## src/rtl/level_two_arbiter_pkg.sv

```systemverilog
// Shared types for the level-two port arbiter: FSM states, grant sides and
// the default line/address widths.
package level_two_arbiter_types;
   localparam int L2_ADDR_WIDTH = 32;
   localparam int L2_LINE_WIDTH = 256;

   typedef enum logic [1:0] {IDLE, SERVE_I, SERVE_D} arb_state_t;
   typedef enum logic {GRANT_I, GRANT_D} arb_grant_t;
endpackage

```

## src/rtl/level_two_arbiter.sv

```systemverilog
// Shares the single level-two cache port between the split L1 caches, one
// line transaction at a time. Build macro LEVEL_TWO_ARBITER_ROUND_ROBIN_EN
// selects alternating tie-breaks; otherwise the data side always wins ties.
module level_two_arbiter
   import level_two_arbiter_types::*;
#(
   parameter int ADDR_WIDTH = L2_ADDR_WIDTH,
   parameter int LINE_WIDTH = L2_LINE_WIDTH
) (
   input  logic                  clk,
   input  logic                  rst,
   input  logic [ADDR_WIDTH-1:0] icache_addr,
   input  logic                  icache_read,
   output logic [LINE_WIDTH-1:0] icache_rdata,
   output logic                  icache_resp,
   input  logic [ADDR_WIDTH-1:0] dcache_addr,
   input  logic                  dcache_read,
   input  logic                  dcache_write,
   input  logic [LINE_WIDTH-1:0] dcache_wdata,
   output logic [LINE_WIDTH-1:0] dcache_rdata,
   output logic                  dcache_resp,
   output logic [ADDR_WIDTH-1:0] addr_to_level_two_cache,
   input  logic [LINE_WIDTH-1:0] rdata_from_level_two_cache,
   output logic [LINE_WIDTH-1:0] wdata_to_level_two_cache,
   output logic                  read_to_level_two_cache,
   output logic                  write_to_level_two_cache,
   input  logic                  resp_from_level_two_cache
);
   arb_state_t state;
   arb_grant_t pick;
   logic       i_req, d_req;

   assign i_req = icache_read;
   assign d_req = dcache_read | dcache_write;

`ifdef LEVEL_TWO_ARBITER_ROUND_ROBIN_EN
   arb_grant_t last_grant;
`endif

   // Grant decision, only consulted when leaving IDLE with a request pending.
   always_comb begin
      pick = GRANT_D;
      if (i_req && !d_req)
         pick = GRANT_I;
      else if (i_req && d_req) begin
`ifdef LEVEL_TWO_ARBITER_ROUND_ROBIN_EN
         pick = (last_grant == GRANT_I) ? GRANT_D : GRANT_I;
`else
         pick = GRANT_D;
`endif
      end
   end

   always_ff @(posedge clk or posedge rst) begin
      if (rst) begin
         state <= IDLE;
`ifdef LEVEL_TWO_ARBITER_ROUND_ROBIN_EN
         last_grant <= GRANT_I;
`endif
      end else begin
         case (state)
            IDLE: begin
               if (i_req || d_req) begin
                  state <= (pick == GRANT_I) ? SERVE_I : SERVE_D;
`ifdef LEVEL_TWO_ARBITER_ROUND_ROBIN_EN
                  last_grant <= pick;
`endif
               end
            end
            // Returning to IDLE on resp leaves one bubble cycle, so a requester
            // still holding read in its resp cycle is not issued twice.
            SERVE_I, SERVE_D: if (resp_from_level_two_cache) state <= IDLE;
            default: state <= IDLE;
         endcase
      end
   end

   always_comb begin
      addr_to_level_two_cache  = '0;
      wdata_to_level_two_cache = '0;
      read_to_level_two_cache  = 1'b0;
      write_to_level_two_cache = 1'b0;
      case (state)
         SERVE_I: begin
            addr_to_level_two_cache = icache_addr;
            read_to_level_two_cache = 1'b1;
         end
         SERVE_D: begin
            addr_to_level_two_cache  = dcache_addr;
            wdata_to_level_two_cache = dcache_wdata;
            read_to_level_two_cache  = dcache_read;
            write_to_level_two_cache = dcache_write;
         end
         default: ;
      endcase
   end

   assign icache_resp  = resp_from_level_two_cache & (state == SERVE_I);
   assign dcache_resp  = resp_from_level_two_cache & (state == SERVE_D);
   assign icache_rdata = rdata_from_level_two_cache;
   assign dcache_rdata = rdata_from_level_two_cache;
endmodule
```

## config.mk

```make
export PLATFORM = sky130hd
export DESIGN_NAME = level_two_arbiter
export DESIGN_NICKNAME = d
export VERILOG_FILES = /design/src/rtl/level_two_arbiter_pkg.sv /design/src/rtl/level_two_arbiter.sv
export SDC_FILE = /design/constraint.sdc
export NUM_CORES = 1
export LEC_CHECK = 0
export BUFFER_PORTS_ARGS = -buffer_cell sky130_fd_sc_hd__buf_2
export CAP_MARGIN = 20
export CORE_AREA = 8 8 528 530
export CTS_CLUSTER_SIZE = 24
export DETAILED_ROUTE_END_ITERATION = 8
export DIE_AREA = 0 0 536 538
export SETUP_SLACK_MARGIN = 0.3
export SLEW_MARGIN = 10
export SYNTH_ARGS = -nofsm -noshare
export SYNTH_HDL_FRONTEND = slang
export SYNTH_SLANG_ARGS = --single-unit
```

## constraint.sdc

```tcl
create_clock -name clk -period 1.43 [get_ports clk]
set_clock_uncertainty 0.1 [all_clocks]
set_input_delay 0.143 -clock clk [delete_from_list [all_inputs] [get_ports clk]]
set_output_delay 0.143 -clock clk [all_outputs]
set_load 0.01 [all_outputs]
```

==> out/summary.md <==
The floorplan die height was 538 um. The cell area that synthesis handed to floorplanning was 6264 sq um. In this run the core area contains 191 standard-cell rows. The cell count after placement is 4565, and the count of input and output buffers is 617. Count of vias placed by the detailed router: 7661.

Entering global routing, the biggest net connects 32 pins. The signal on the critical path passes through ha_4 -> buf_12 -> buf_12 -> buf_16 -> clkbuf_16 -> and2_4 -> buf_8. Of all cell types, the one taking the most synthesized area is sky130_fd_sc_hd__buf_4.

For this configuration, the core starts out at a cell density of 2.321%. The number of register bits inferred by synthesis was 2. In this design, the largest share of critical-path delay is due to buffers and inverters. The remaining max-slew budget at the tightest pin is 78.00%, and the length of routed met2 wiring is 91360 um.

Sorting the synthesized cells by area gives the leading types as sky130_fd_sc_hd__buf_4 62%, sky130_fd_sc_hd__and2_1 26%, sky130_fd_sc_hd__a22oi_1 3.8%. After detailed routing, the wire length on met1 is 35450 um. After filler insertion, the fill cell instance count of the layout stands at 31760.

STA puts the critical path data arrival time at 1730 ps. The tool flagged a number of max-cap violations equal to 0. The standard cell with the maximum stage delay on the critical path is sky130_fd_sc_hd__dfrtp_1. The share of Yosys cell area claimed by the top area cell type was 61.85%; the die area was 288400 sq um.

Signal routing reaches up to met5. The flip-flop count of the largest register, all copies and words added was 2; the x dimension of the die was 536 um. The weighted congestion at the end of routability-driven global placement is 0.7923.

Counting distinct cell types in the post-synthesis netlist gives 16. The run gives 341 as the number of DRC markers in iteration 0. The run finished, with violations left. STA classifies the critical path startpoint as a flip-flop. The path class of the tightest hold or removal check is in -> reg. Final-report max-slew violation count: 0.

The register with the most flip-flops in the final layout is state. Of the synthesized area, sequential elements account for 0.7990%. Synthesis warning total: 0.

On the worst path, the slowest cell contributes a delay of 420 ps. The run gives 0 as the remaining antenna violation count. STA puts the critical path data required time at 1190 ps. Number of clock buffers inserted by TritonCTS: 3.

The cell that appears most often on the critical path is sky130_fd_sc_hd__buf_12. Top-level I/O count: 1386. The average via count per standard cell came out at 1.636. Counting I/O delays and the setup requirement, the final critical path takes 1973 ps. Relative to the synthesized area, the layout overhead comes to 123.7%.

Worst path setup slack after routing: -543.0 ps. The DRC violations left was 0. Once detailed placement completed, the half-perimeter wirelength came to 204400 um. For flop-to-flop paths, the worst setup slack is -360 ps. In the final layout, the registers with the most flip-flops are state (2). Total nets after synthesis: 1478.

The checks that failed: negative setup slack. The fmax is 506.8 MHz. The run gives 7055 as the via count of the first global-routing pass.

VDD sags by at most 0.6302 mV. After global routing the overflow that remains totals 0. The fraction of layout instances using a drive strength above 1 is 90.27%, and the area inside the core boundary is 269800 sq um. Number of standard cells in the final layout excluding fillers: 4683.

Summed over all layers, the routed wires come to 212900 um. Counting along the longest clock path gives a buffer depth of 2. Along the worst path, the maximum fanout reaches 9. TritonCTS built the clock tree. The H-tree depth is 1, and the slew at the pin with the worst max-slew slack is 329.0 ps. The clock net in this run drives a total of 2 sinks. The final critical path takes up 138.0% of the cycle. The final net count is 1635.

STA classifies the critical path endpoint as a primary output. In the final routed layout, each cell accounts on average for 45.45 um. The hold violation count in the final report is 0. The critical path contains buffers and inverters numbering 5 combined. The worst setup path is of the reg -> out kind. Dividing the synthesized area by the synthesized cell count gives 7.014 sq um. Setup violations remaining at the end of the flow were counted as 294. Summed over all nets, wire length on met3 after detailed routing comes to 78400 um.

The clock input transition at the sequential cells of the worst setup and hold paths works out to 30 ps. The first detailed-routing pass ran for 4 iterations. For this design the static power due to leakage is 0.005173 uW. CTS placed an instance of sky130_fd_sc_hd__clkbuf_16 at the clock tree root. In this run the power density over the cells is 1899 nW/um^2. The logs give 893 for the number of standard cells after synthesis and 13.90% for the total track usage. The tools report the initial antenna violation count as 262. The clock reaches the later pin of the worst-skew pair after 220 ps. After layout, the design draws a total of 26600 uW. The global-route wire length before repair is 229700 um.

Setup repair after global routing could not meet its margin everywhere.
## layer usage
layer | global-route usage, % | up-vias
met5 | 0.1998 | -
met4 | 2.672 | 202
met3 | 24.51 | 544
met2 | 21.63 | 1484
met1 | 6.763 | 2805
li1 | - | 2626
## cells in the mapped netlist
library cell               number
sky130_fd_sc_hd__buf_4        516
sky130_fd_sc_hd__and2_1       259
sky130_fd_sc_hd__nor2b_1       33
sky130_fd_sc_hd__a22oi_1       32
sky130_fd_sc_hd__clkbuf_2      22
sky130_fd_sc_hd__buf_2         10
sky130_fd_sc_hd__a21oi_1        4
sky130_fd_sc_hd__inv_1          4
sky130_fd_sc_hd__clkbuf_1       3
sky130_fd_sc_hd__ha_1           3
sky130_fd_sc_hd__dfrtp_1        2
sky130_fd_sc_hd__and2b_1        1
sky130_fd_sc_hd__nand2b_1       1
sky130_fd_sc_hd__nor2_1         1
sky130_fd_sc_hd__o21ai_0        1
sky130_fd_sc_hd__o22ai_1        1
## cell usage in the layout (no fill, tap or decap), types with 2 or more instances in the layout
cell type,instances
sky130_fd_sc_hd__a21oi_2,2
sky130_fd_sc_hd__dfrtp_1,2
sky130_fd_sc_hd__buf_8,45
sky130_fd_sc_hd__inv_2,2
sky130_fd_sc_hd__diode_2,65
sky130_fd_sc_hd__and2_1,80
sky130_fd_sc_hd__a21oi_1,2
sky130_fd_sc_hd__bufbuf_16,4
sky130_fd_sc_hd__buf_12,48
sky130_fd_sc_hd__nor2b_4,18
sky130_fd_sc_hd__clkbuf_4,7
sky130_fd_sc_hd__inv_1,2
sky130_fd_sc_hd__buf_4,59
sky130_fd_sc_hd__a22oi_2,22
sky130_fd_sc_hd__and2_4,179
sky130_fd_sc_hd__a22oi_1,10
sky130_fd_sc_hd__buf_2,377
sky130_fd_sc_hd__ha_4,3
sky130_fd_sc_hd__nor2b_1,2
sky130_fd_sc_hd__clkbuf_16,10
sky130_fd_sc_hd__nor2b_2,13
sky130_fd_sc_hd__buf_6,141
sky130_fd_sc_hd__buf_16,14
## cell type report
| class | count | area (sq um) | area share, % |
|---|---|---|---|
| clock buffers | 3 | 75.07 | 0.5359 |
| well taps | 3570 | 4467 | 31.88 |
| repair buffers | 703 | 6307 | 45.02 |
| inverters | 4 | 15.01 | 0.1072 |
| multi-input cells | 336 | 2933 | 20.93 |
| flip-flops and latches | 2 | 50.05 | 0.3572 |
| diodes | 65 | 162.7 | 1.161 |
## metrics by stage
step | setup WS [ps] | area (sq um) | setup TNS (ps) | hold WS [ps] | util, %
4_1_cts | -566.3 | 12980 | -143450 | 109.0 | 4.810
3_5_place_dp | -362.1 | 10890 | -79100 | -64.44 | 4.038
6_report | -543.0 | 14010 | -133870 | 98.70 | 5.192
2_1_floorplan | 66.14 | 6583 | 0 | -215.8 | -
3_3_place_gp | -318.9 | 10890 | -66840 | -75.56 | 4.038
5_1_grt | -594.4 | 13890 | -151940 | 107.1 | 5.150
## what timing repair did
item	in CTS	in global routing
endpoints found under the hold margin	2	0
setup endpoints to repair	294	294
gates resized for setup	451	183
cloned	15	8
pin swaps	0	1
hold buffers	1	0
buffers inserted	19	7
## tightest hold or removal path: stages
cell	delay, ps
sky130_fd_sc_hd__buf_2	120
sky130_fd_sc_hd__nand2b_4	60
sky130_fd_sc_hd__a21oi_2	50
## logic make-up after synthesis
family / after synthesis / share of synthesized area [%]
adders and majority gates: 3 / 0.5993
buffers and inverters: 555 / 64.82
and+or+nand+nor: 295 / 29.44
DFF: 2 / 0.7991
AOI/OAI and AO/OA: 38 / 4.335
## power breakdown
group	internal, uW	switching, uW	leakage [uW]
registers	84.7	28.9	0.0000254
clock network	356	69.9	0.0000374
logic	13600	12400	0.00511
total	14100	12500	0.00517
## worst paths after layout
kind | cells past startpoint | end | start
max reg2reg | 7 | state[0] | state[1]
max in group asynchronous | 3 | state[1] | rst
min | 3 | state[0] | icache_read
min reg2reg | 4 | state[0] | state[0]
max | 7 | wdata_to_level_two_cache[72] | state[1]
min in group asynchronous | 3 | state[0] | rst
No activity file was read; power rests on OpenSTA's default activity.
